**src/rtl/uart_cmd_loader_pkg.sv**
```systemverilog
// Shared opcodes and FSM state encoding for the UART debug command loader.
package uart_cmd_loader_pkg;

    localparam logic [7:0] OP_LOAD = 8'h4C;  // 'L'
    localparam logic [7:0] OP_RUN  = 8'h52;  // 'R'
    localparam logic [7:0] OP_STEP = 8'h53;  // 'S'
    localparam logic [7:0] OP_CRST = 8'h43;  // 'C'
    localparam logic [7:0] OP_HALT = 8'h48;  // 'H'

    typedef enum logic [2:0] {
        StIdle,
        StLen,
        StLoad,
        StWrite,
        StRun,
        StError
    } state_e;

endpackage

```
**src/rtl/uart_cmd_loader_rx_byte_strobe.sv**
```systemverilog
// Turns the receiver's ready level into a byte strobe held in a 1-deep pending register.
module rx_byte_strobe #(
    parameter int unsigned DATA_BITS = 8
) (
    input  logic                 clk,
    input  logic                 reset,
    input  logic                 rx_ready,
    input  logic [DATA_BITS-1:0] rx_data,
    input  logic                 consume,
    output logic                 pending,
    output logic [DATA_BITS-1:0] data,
    output logic                 overrun
);

    logic                 prev_q;
    logic                 pending_q, pending_d;
    logic [DATA_BITS-1:0] data_q, data_d;
    logic                 rise;

    assign rise    = rx_ready & ~prev_q;
    // A new byte landing on an unconsumed one overwrites it.
    assign overrun = rise & pending_q & ~consume;
    assign pending = pending_q;
    assign data    = data_q;

    // Next-state for the pending byte: capture on rising ready, clear once consumed.
    always_comb begin
        pending_d = pending_q;
        data_d    = data_q;
        if (rise) begin
            pending_d = 1'b1;
            data_d    = rx_data;
        end else if (consume) begin
            pending_d = 1'b0;
        end
    end

    // State registers; prev starts high so a ready level present at reset release is ignored.
    always_ff @(posedge clk) begin
        if (!reset) begin
            prev_q    <= 1'b1;
            pending_q <= 1'b0;
            data_q    <= '0;
        end else begin
            prev_q    <= rx_ready;
            pending_q <= pending_d;
            data_q    <= data_d;
        end
    end

endmodule

```
**src/rtl/uart_cmd_loader.sv**
```systemverilog
// Debug command sequencer: loads instruction words from UART bytes and drives CPU controls.
module uart_cmd_loader
    import uart_cmd_loader_pkg::*;
#(
    parameter int unsigned DATA_BITS      = 8,
    parameter int unsigned WORD_BITS      = 32,
    parameter int unsigned ADDR_BITS      = 10,
    parameter int unsigned TIMEOUT_CYCLES = 5000000
) (
    input  logic                 clk,
    input  logic                 reset,
    input  logic                 i_rx_ready,
    input  logic [DATA_BITS-1:0] i_rx_data,
    input  logic                 i_cpu_halt,
    output logic                 o_imem_we,
    output logic [ADDR_BITS-1:0] o_imem_addr,
    output logic [WORD_BITS-1:0] o_imem_data,
    output logic                 o_cpu_enable,
    output logic                 o_cpu_step,
    output logic                 o_cpu_reset,
    output logic                 o_busy,
    output logic                 o_error
);

    localparam int unsigned BYTES_PER_WORD = WORD_BITS / DATA_BITS;
    localparam int unsigned CNT_BITS       = $clog2(BYTES_PER_WORD);
    localparam int unsigned TMR_BITS       = $clog2(TIMEOUT_CYCLES);

    state_e               state_q, state_d;
    logic [WORD_BITS-1:0] word_q, word_d;
    logic [ADDR_BITS-1:0] addr_q, addr_d;
    logic [DATA_BITS-1:0] left_q, left_d;
    logic [CNT_BITS-1:0]  cnt_q, cnt_d;
    logic [TMR_BITS-1:0]  timer_q, timer_d;
    logic                 en_q, en_d;
    logic                 step_q, step_d;
    logic                 crst_q, crst_d;
    logic                 err_q, err_d;

    logic                 rx_pending;
    logic [DATA_BITS-1:0] rx_byte;
    logic                 rx_overrun;
    logic                 byte_valid;
    logic                 timeout;

    // Bytes wait in the pending register while a word is being written.
    assign byte_valid = rx_pending && (state_q != StWrite);
    assign timeout    = (timer_q == TMR_BITS'(TIMEOUT_CYCLES - 1));

    rx_byte_strobe #(
        .DATA_BITS(DATA_BITS)
    ) u_strobe (
        .clk     (clk),
        .reset   (reset),
        .rx_ready(i_rx_ready),
        .rx_data (i_rx_data),
        .consume (byte_valid),
        .pending (rx_pending),
        .data    (rx_byte),
        .overrun (rx_overrun)
    );

    // Command FSM next-state, datapath updates and registered control pulses.
    always_comb begin
        state_d = state_q;
        word_d  = word_q;
        addr_d  = addr_q;
        left_d  = left_q;
        cnt_d   = cnt_q;
        en_d    = en_q;
        err_d   = err_q;
        step_d  = 1'b0;
        crst_d  = 1'b0;
        timer_d = '0;

        unique case (state_q)
            StIdle: begin
                if (byte_valid) begin
                    case (rx_byte)
                        OP_LOAD: state_d = StLen;
                        OP_RUN: begin
                            state_d = StRun;
                            en_d    = 1'b1;
                        end
                        OP_STEP: step_d = 1'b1;
                        OP_CRST: begin
                            crst_d = 1'b1;
                            addr_d = '0;
                            err_d  = 1'b0;
                        end
                        OP_HALT: ;
                        default: state_d = StError;
                    endcase
                end
            end
            StLen: begin
                if (byte_valid) begin
                    if (rx_byte == '0) begin
                        state_d = StError;
                    end else begin
                        left_d  = rx_byte;
                        addr_d  = '0;
                        cnt_d   = '0;
                        state_d = StLoad;
                    end
                end else if (timeout) begin
                    state_d = StError;
                end
                timer_d = byte_valid ? '0 : timer_q + TMR_BITS'(1);
            end
            StLoad: begin
                if (byte_valid) begin
                    word_d = {word_q[WORD_BITS-DATA_BITS-1:0], rx_byte};
                    if (cnt_q == CNT_BITS'(BYTES_PER_WORD - 1)) begin
                        cnt_d   = '0;
                        state_d = StWrite;
                    end else begin
                        cnt_d = cnt_q + CNT_BITS'(1);
                    end
                end else if (timeout) begin
                    state_d = StError;
                end
                timer_d = byte_valid ? '0 : timer_q + TMR_BITS'(1);
            end
            StWrite: begin
                addr_d  = addr_q + ADDR_BITS'(1);
                left_d  = left_q - DATA_BITS'(1);
                state_d = (left_q == DATA_BITS'(1)) ? StIdle : StLoad;
            end
            StRun: begin
                if (i_cpu_halt || (byte_valid && rx_byte == OP_HALT)) begin
                    en_d    = 1'b0;
                    state_d = StIdle;
                end
            end
            StError: begin
                err_d   = 1'b1;
                state_d = StIdle;
            end
            default: state_d = StIdle;
        endcase

        if (rx_overrun) begin
            err_d = 1'b1;
        end
    end

    // State and datapath registers.
    always_ff @(posedge clk) begin
        if (!reset) begin
            state_q <= StIdle;
            word_q  <= '0;
            addr_q  <= '0;
            left_q  <= '0;
            cnt_q   <= '0;
            timer_q <= '0;
            en_q    <= 1'b0;
            step_q  <= 1'b0;
            crst_q  <= 1'b0;
            err_q   <= 1'b0;
        end else begin
            state_q <= state_d;
            word_q  <= word_d;
            addr_q  <= addr_d;
            left_q  <= left_d;
            cnt_q   <= cnt_d;
            timer_q <= timer_d;
            en_q    <= en_d;
            step_q  <= step_d;
            crst_q  <= crst_d;
            err_q   <= err_d;
        end
    end

    assign o_imem_we    = (state_q == StWrite);
    assign o_imem_addr  = addr_q;
    assign o_imem_data  = word_q;
    assign o_cpu_enable = en_q;
    assign o_cpu_step   = step_q;
    assign o_cpu_reset  = crst_q;
    assign o_busy       = (state_q != StIdle);
    assign o_error      = err_q;

endmodule

```
**config.mk**
```make
export PLATFORM = sky130hd
export DESIGN_NAME = uart_cmd_loader
export DESIGN_NICKNAME = d
export VERILOG_FILES = /design/src/rtl/uart_cmd_loader_pkg.sv /design/src/rtl/uart_cmd_loader_rx_byte_strobe.sv /design/src/rtl/uart_cmd_loader.sv
export SDC_FILE = /design/constraint.sdc
export NUM_CORES = 1
export LEC_CHECK = 0
export ABC_AREA = 1
export CORE_MARGIN = 2
export CORE_UTILIZATION = 57
export CTS_BUF_LIST = sky130_fd_sc_hd__clkbuf_16
export DETAILED_ROUTE_END_ITERATION = 10
export DONT_BUFFER_PORTS = 1
export MAX_ROUTING_LAYER = met4
export PLACE_DENSITY = 0.82
export SYNTH_ARGS = -nofsm -noshare
export SYNTH_HDL_FRONTEND = slang
export SYNTH_SLANG_ARGS = --single-unit
export TNS_END_PERCENT = 20
```
**constraint.sdc**
```tcl
create_clock -name clk -period 5.05 [get_ports clk]
set_clock_uncertainty 0.05 [all_clocks]
set_input_delay 0.505 -clock clk [delete_from_list [all_inputs] [get_ports clk]]
set_output_delay 0.505 -clock clk [all_outputs]
set_load 0.03 [all_outputs]
```
==> results of run 1 <==
-- kinds of logic (layout without fill, tap and decap cells) --
| family | count (synthesis) | in the layout |
|---|---|---|
| compound gates | 128 | 128 |
| xor+xnor | 6 | 6 |
| fa+ha+maj | 5 | 5 |
| buf+inv | 81 | 81 |
| flops | 92 | 92 |
| simple gates | 305 | 305 |
-- placed cells by master (no fill, tap or decap), types with 3 or more instances in the layout --
cell,count
inv_8,4
nor2_2,10
xor2_1,3
ha_1,5
nand2_4,4
nand4_1,10
a21oi_2,6
nor2_1,99
inv_1,55
nor2_4,6
nand2_2,5
a21oi_1,54
nand2_1,108
xnor2_1,3
clkbuf_16,9
o21ai_0,58
o21ai_1,4
or2_2,6
nor3_1,10
inv_2,8
dfxtp_1,92
nand3_1,41
-- routing by layer --
layer  wire (um)  part of all wire  GRT usage
met1        4480              0.46      0.309
met2        4600              0.47      0.391
met3         526             0.054     0.0598
met4         130             0.013     0.0884
met5           0                 0          -
-- stage by stage --
| step | area, um2 | util |
|---|---|---|
| after floorplan | 4370 | - |
| after global placement | 4410 | 0.602 |
| after detailed placement | 4410 | 0.602 |
| after CTS | 4720 | 0.643 |
| after global routing | 4720 | 0.643 |
| final | 4720 | 0.643 |
-- worst reg2reg max path, delay by kind of cell, from the launching register on --
kind / cells / cell delay [ps]
compound gates: 2 / 410
simple gates: 4 / 890
buf+inv: 2 / 520
flops: 1 / 480
-- flip-flops by register name, indices dropped and copies added (netlist names) --
name              count
o_cpu_step            1
o_imem_addr          10
o_cpu_enable          1
o_imem_data          32
u_strobe.pending      1
timer_q              23
u_strobe.prev_q       1
left_q                8
u_strobe.data         8
state_q               3
o_cpu_reset           1
cnt_q                 2
o_error               1
-- where the power goes --
part	switching, mW	leakage [nW]	internal, mW
Combinational	0.261	0.982	0.111
Clock	0.321	0.150	0.354
Sequential	0.0354	0.743	0.757
Total	0.617	1.88	1.22
-- final timing paths --
path | start | endpoint | cells past startpoint
max | state_q[1] | cnt_q[1] | 8
min | reset | u_strobe.prev_q | 1
max reg2reg | state_q[1] | cnt_q[1] | 8
min reg2reg | timer_q[0] | timer_q[0] | 1
-- final cells by class --
class                           instances  area share
Inverter                               64      0.0515
Timing Repair Buffer                    1     0.00159
Multi-Input combinational cell        444       0.466
Sequential cell                        92       0.390
Clock inverter                          7      0.0167
Tap cell                               99      0.0263
Clock buffer                            9      0.0477
==> flow_summary.toml, run 1 <==
[global_routing]
grt_pass1_wl_um = 16500
grt_use_total = 0.247
antenna_found_initial = 0
grt_max_degree = 51
gr-total-overflow = 0
grt_pass1_vias = 3657

[routing]
drc = 0
ant_nets = 0
dr.first_iter.drc_count = 189
via_per_inst = 5.48
firstDrtPassIters = 4
num_vias = 3925
wl_um = 9740
wl_per_cell_um = 13.6

[final_layout]
fin_nets = 629
fin_cells = 716
diodes = 0
syn2layout_area_growth_pct = 8.05
fillers = 645
seqCellArea_um2 = 1840
final_layout_size_suffix_gt1_frac = 0.110
multiInputGateArea_um2 = 2200

[run]
cap_violations = 0

[power_and_ir_drop]
p_leak_nw = 1.88
irDropWorstVdd_v = 0.000165
power.total_mw = 1.84
power_density_nw_per_um2 = 390

[yosys]
synth_top_family_by_area = "simple AND/OR/NAND/NOR gates"
synth-seq-area-share = 0.422
yosysUniqueCellTypes = 36
ys_seq_elements = 92
netlist_instances = 617
async_reset_ff_frac = 0
synthXorXnorAreaFrac = 0.0120
synth_area_um2 = 4370
synth_fa_ha_area_frac = 0.0143
muxShareOfSynthArea = 0
yosysTopAreaCell = "dfxtp_1"
synth.avg_cell_area_um2 = 7.08
synth_fp_nets = 634
synth-simple-area-share = 0.321
synth-edff-count = 0
synth_compound_area_frac = 0.156
yosys_most_used_dff = "dfxtp_1"
synth_commonest_cells = "nand2_1 (108), nor2_1 (99), dfxtp_1 (92)"
synth_top_area_frac = 0.422
synth_area_leaders = "dfxtp_1 (42%), nand2_1 (9.3%), nor2_1 (8.5%), o21ai_0 (6.6%), a21oi_1 (6.2%)"
synth_warnings = 0
synth_most_common_cell = "nand2_1"

[sta]
hold_violations = 0
fin_crit_ps = 2440
hold_ws_ps = 182
fin_tns_setup_ps = 0
fin_crit_sh = 0.484
slew_headroom = 0.483
slew_violations = 0
final-setup-viol-count = 0
rsz0062_at_grt = "false"
setup_ws_ps = 2610
worst_pin_slew_ps = 774
max_freq_mhz = 409

[clock_tree]
cts_made_buffers = 9
cts_root_buf = "clkbuf_16"
postCtsSetupBuffers = 0
path_clk_slew_ps = 70
cts_tree = "built"
htree_levels = 3
cts_resized = 0
clock_path_buffers = 2
cts_hold_buffers = 0
clock-sinks = 92
clkLatencyLatePin_ps = 340

[setup_path]
cp_top_family = "simple AND/OR/NAND/NOR gates"
worstSetupPathType = "reg2reg"
rrSetupSlack_ps = 2610
crit_chain = "inv_2 > nor2_4 > nand2_2 > nor2_4 > inv_2 > a21oi_2 > nand3_1 > a21oi_1"
end_kind = "register"
startpoint_type = "register"
cp_slowest_cell = "nor2_4"
required_ps = 5260
worst_path_largest_cell_delay_ps = 600
critPathArrivalTime_ps = 2650
crit_fanout = 43
critPathBufInv = 2

[placement]
dp.cells = 700
io_buffer_count = 0
place_congestion = 0.959
hpwl_um = 6850
dpl_worst_slack_ps = 2680

[status]
status = "finished, final reports clean"

[floorplan]
row_count = 31
die-area_um2 = 8380
ioPinCount = 60
start_util = 0.595
die-width_um = 91.5
core_um2 = 7330
die_h_um = 91.5

[worst_hold_path]
min_path_type = "in2reg"
Power figures use the tool's default switching activity.
==> inputs of run 2 (changes only) <==
--- a/config.mk
+++ b/config.mk
@@ -12,7 +12,7 @@
 export DETAILED_ROUTE_END_ITERATION = 10
 export DONT_BUFFER_PORTS = 1
 export MAX_ROUTING_LAYER = met4
-export PLACE_DENSITY = 0.82
+export PLACE_DENSITY = 0.85
 export SYNTH_ARGS = -nofsm -noshare
 export SYNTH_HDL_FRONTEND = slang
 export SYNTH_SLANG_ARGS = --single-unit
==> constraint.sdc (replaced) <==
create_clock -name clk -period 2.09 [get_ports clk]
set_clock_uncertainty 0.05 [all_clocks]
set_input_delay 0.209 -clock clk [delete_from_list [all_inputs] [get_ports clk]]
set_output_delay 0.209 -clock clk [all_outputs]
set_load 0.03 [all_outputs]
==> run 2 against run 1 <==
Routed wire length is 4.1% higher. Sequential power is 140% higher. Final cell count grew 1.4%. First-iteration DRC count grew 33%. Critical endpoint is now timer_q[18]. Highest routed layer unchanged. Global-route usage increased by 0.87 points. Clock power up 130%. Critical path depth stayed put.
==> flow_summary.toml, run 2 (synthesized netlist as in run 1, its figures left out) <==
[status]
status = "finished, final reports clean"

[clock_tree]
path_clk_slew_ps = 70
htree_levels = 3
clock-sinks = 92
cts_made_buffers = 9
clkLatencyLatePin_ps = 340
cts_resized = 0
cts_root_buf = "clkbuf_16"
clock_path_buffers = 2
cts_tree = "built"

[placement]
hpwl_um = 7110
dpl_worst_slack_ps = 307
place_congestion = 0.911
io_buffer_count = 0

[run]
cap_violations = 0

[sta]
hold_violations = 0
final-setup-viol-count = 0
max_freq_mhz = 547
fin_crit_sh = 0.874
fin_tns_setup_ps = 0
setup_ws_ps = 263
slew_violations = 0
slew_headroom = 0.684
fin_crit_ps = 1830
rsz0062_at_grt = "false"
worst_pin_slew_ps = 468

[global_routing]
grt_max_degree = 48
grt_use_total = 0.256
gr-total-overflow = 0
grt_pass1_vias = 3787
grt_pass1_wl_um = 17000
antenna_found_initial = 0

[routing]
wl_per_cell_um = 14.0
drc = 0
via_per_inst = 5.56
ant_nets = 0
firstDrtPassIters = 8
num_vias = 4038
dr.first_iter.drc_count = 252
wl_um = 10100

[setup_path]
end_kind = "register"
crit_chain = "ha_1 > nand3_1 > inv_2 > nand3_2 > nor2_4 > nand2_1 > or2_2 > a21oi_2"
cp_top_family = "simple AND/OR/NAND/NOR gates"
worst_path_largest_cell_delay_ps = 380
crit_fanout = 7
critPathArrivalTime_ps = 2060
critPathBufInv = 1
cp_slowest_cell = "dfxtp_1"
rrSetupSlack_ps = 260
worstSetupPathType = "reg2reg"
required_ps = 2320
startpoint_type = "register"

[floorplan]
start_util = 0.595
core_um2 = 7330
row_count = 31
die-area_um2 = 8380
die-width_um = 91.5
ioPinCount = 60
die_h_um = 91.5

[final_layout]
syn2layout_area_growth_pct = 9.57
final_common_cell = "nand2_1"
largest_reg_flops = 32
diodes = 0
final_cell_mix = "nand2_1 (108), nor2_1 (99), dfxtp_1 (92), o21ai_0 (58), inv_1 (55)"
fin_nets = 639
final_layout_size_suffix_gt1_frac = 0.123

[power_and_ir_drop]
p_leak_nw = 1.91
power.share.combinational = 0.213
p_clk_frac = 0.352
power_density_nw_per_um2 = 918
irDropWorstVdd_v = 0.000540
p_seq_frac = 0.436
power.switching_mw = 1.45
swShare = 0.330
intPower_mw = 2.94

[worst_hold_path]
min_path_type = "in2reg"
==> run 2: changes by cell type in the layout (fill, tap and decap cells not counted), sizes merged <==
cell         delta
buf             +9
clkinv          -2
clkinvlp        +2
dlygate4sd3     +1
==> run 2: timing repair <==
action	CTS	global route
buffers inserted	0	0
endpoints found under the hold margin	47	0
hold buffers	2	0
==> run 2: cell type report <==
cell class                      instances  area, um2
Timing Repair Buffer                   11       97.6
Multi-Input combinational cell        444       2200
Inverter                               64        243
Sequential cell                        92       1840
Clock buffer                            9        225
Clock inverter                          7       55.1
Tap cell                               99        124
Fill cell                             605       2550
==> run 2: layer usage <==
metal | share of wire | vias up | track usage
met5 | 0 | - | -
met4 | 0.019 | 0 | 0.104
met3 | 0.064 | 16 | 0.0606
met2 | 0.49 | 140 | 0.414
met1 | 0.43 | 1856 | 0.307
li1 | - | 2026 | -
==> run 2: final timing paths <==
check / cells after the start / from / end
max: 8 / timer_q[0] / timer_q[18]
max reg2reg: 8 / timer_q[0] / timer_q[18]
min reg2reg: 2 / timer_q[21] / timer_q[21]
min: 2 / i_rx_data[1] / u_strobe.data[1]
==> run 2: metrics by stage <==
stage          hold slack [ps]   util  cells  power, mW  cell area [um2]
2_1_floorplan              255      -    617       2.67             4370
3_3_place_gp               231  0.610    708       2.82             4470
3_5_place_dp               235  0.610    708       2.85             4470
4_1_cts                   10.8  0.653    726       4.40             4780
5_1_grt                   25.1  0.653    726       4.60             4780
6_report                  22.9  0.653    726       4.39             4780
==> run 2: power groups by stage <==
stage	logic (mW)	registers [mW]	clock network, mW
2_1_floorplan	0.730	1.94	0
3_3_place_gp	0.873	1.95	0
3_5_place_dp	0.900	1.95	0
4_1_cts	0.923	1.91	1.56
5_1_grt	1.05	1.92	1.62
6_report	0.935	1.91	1.54
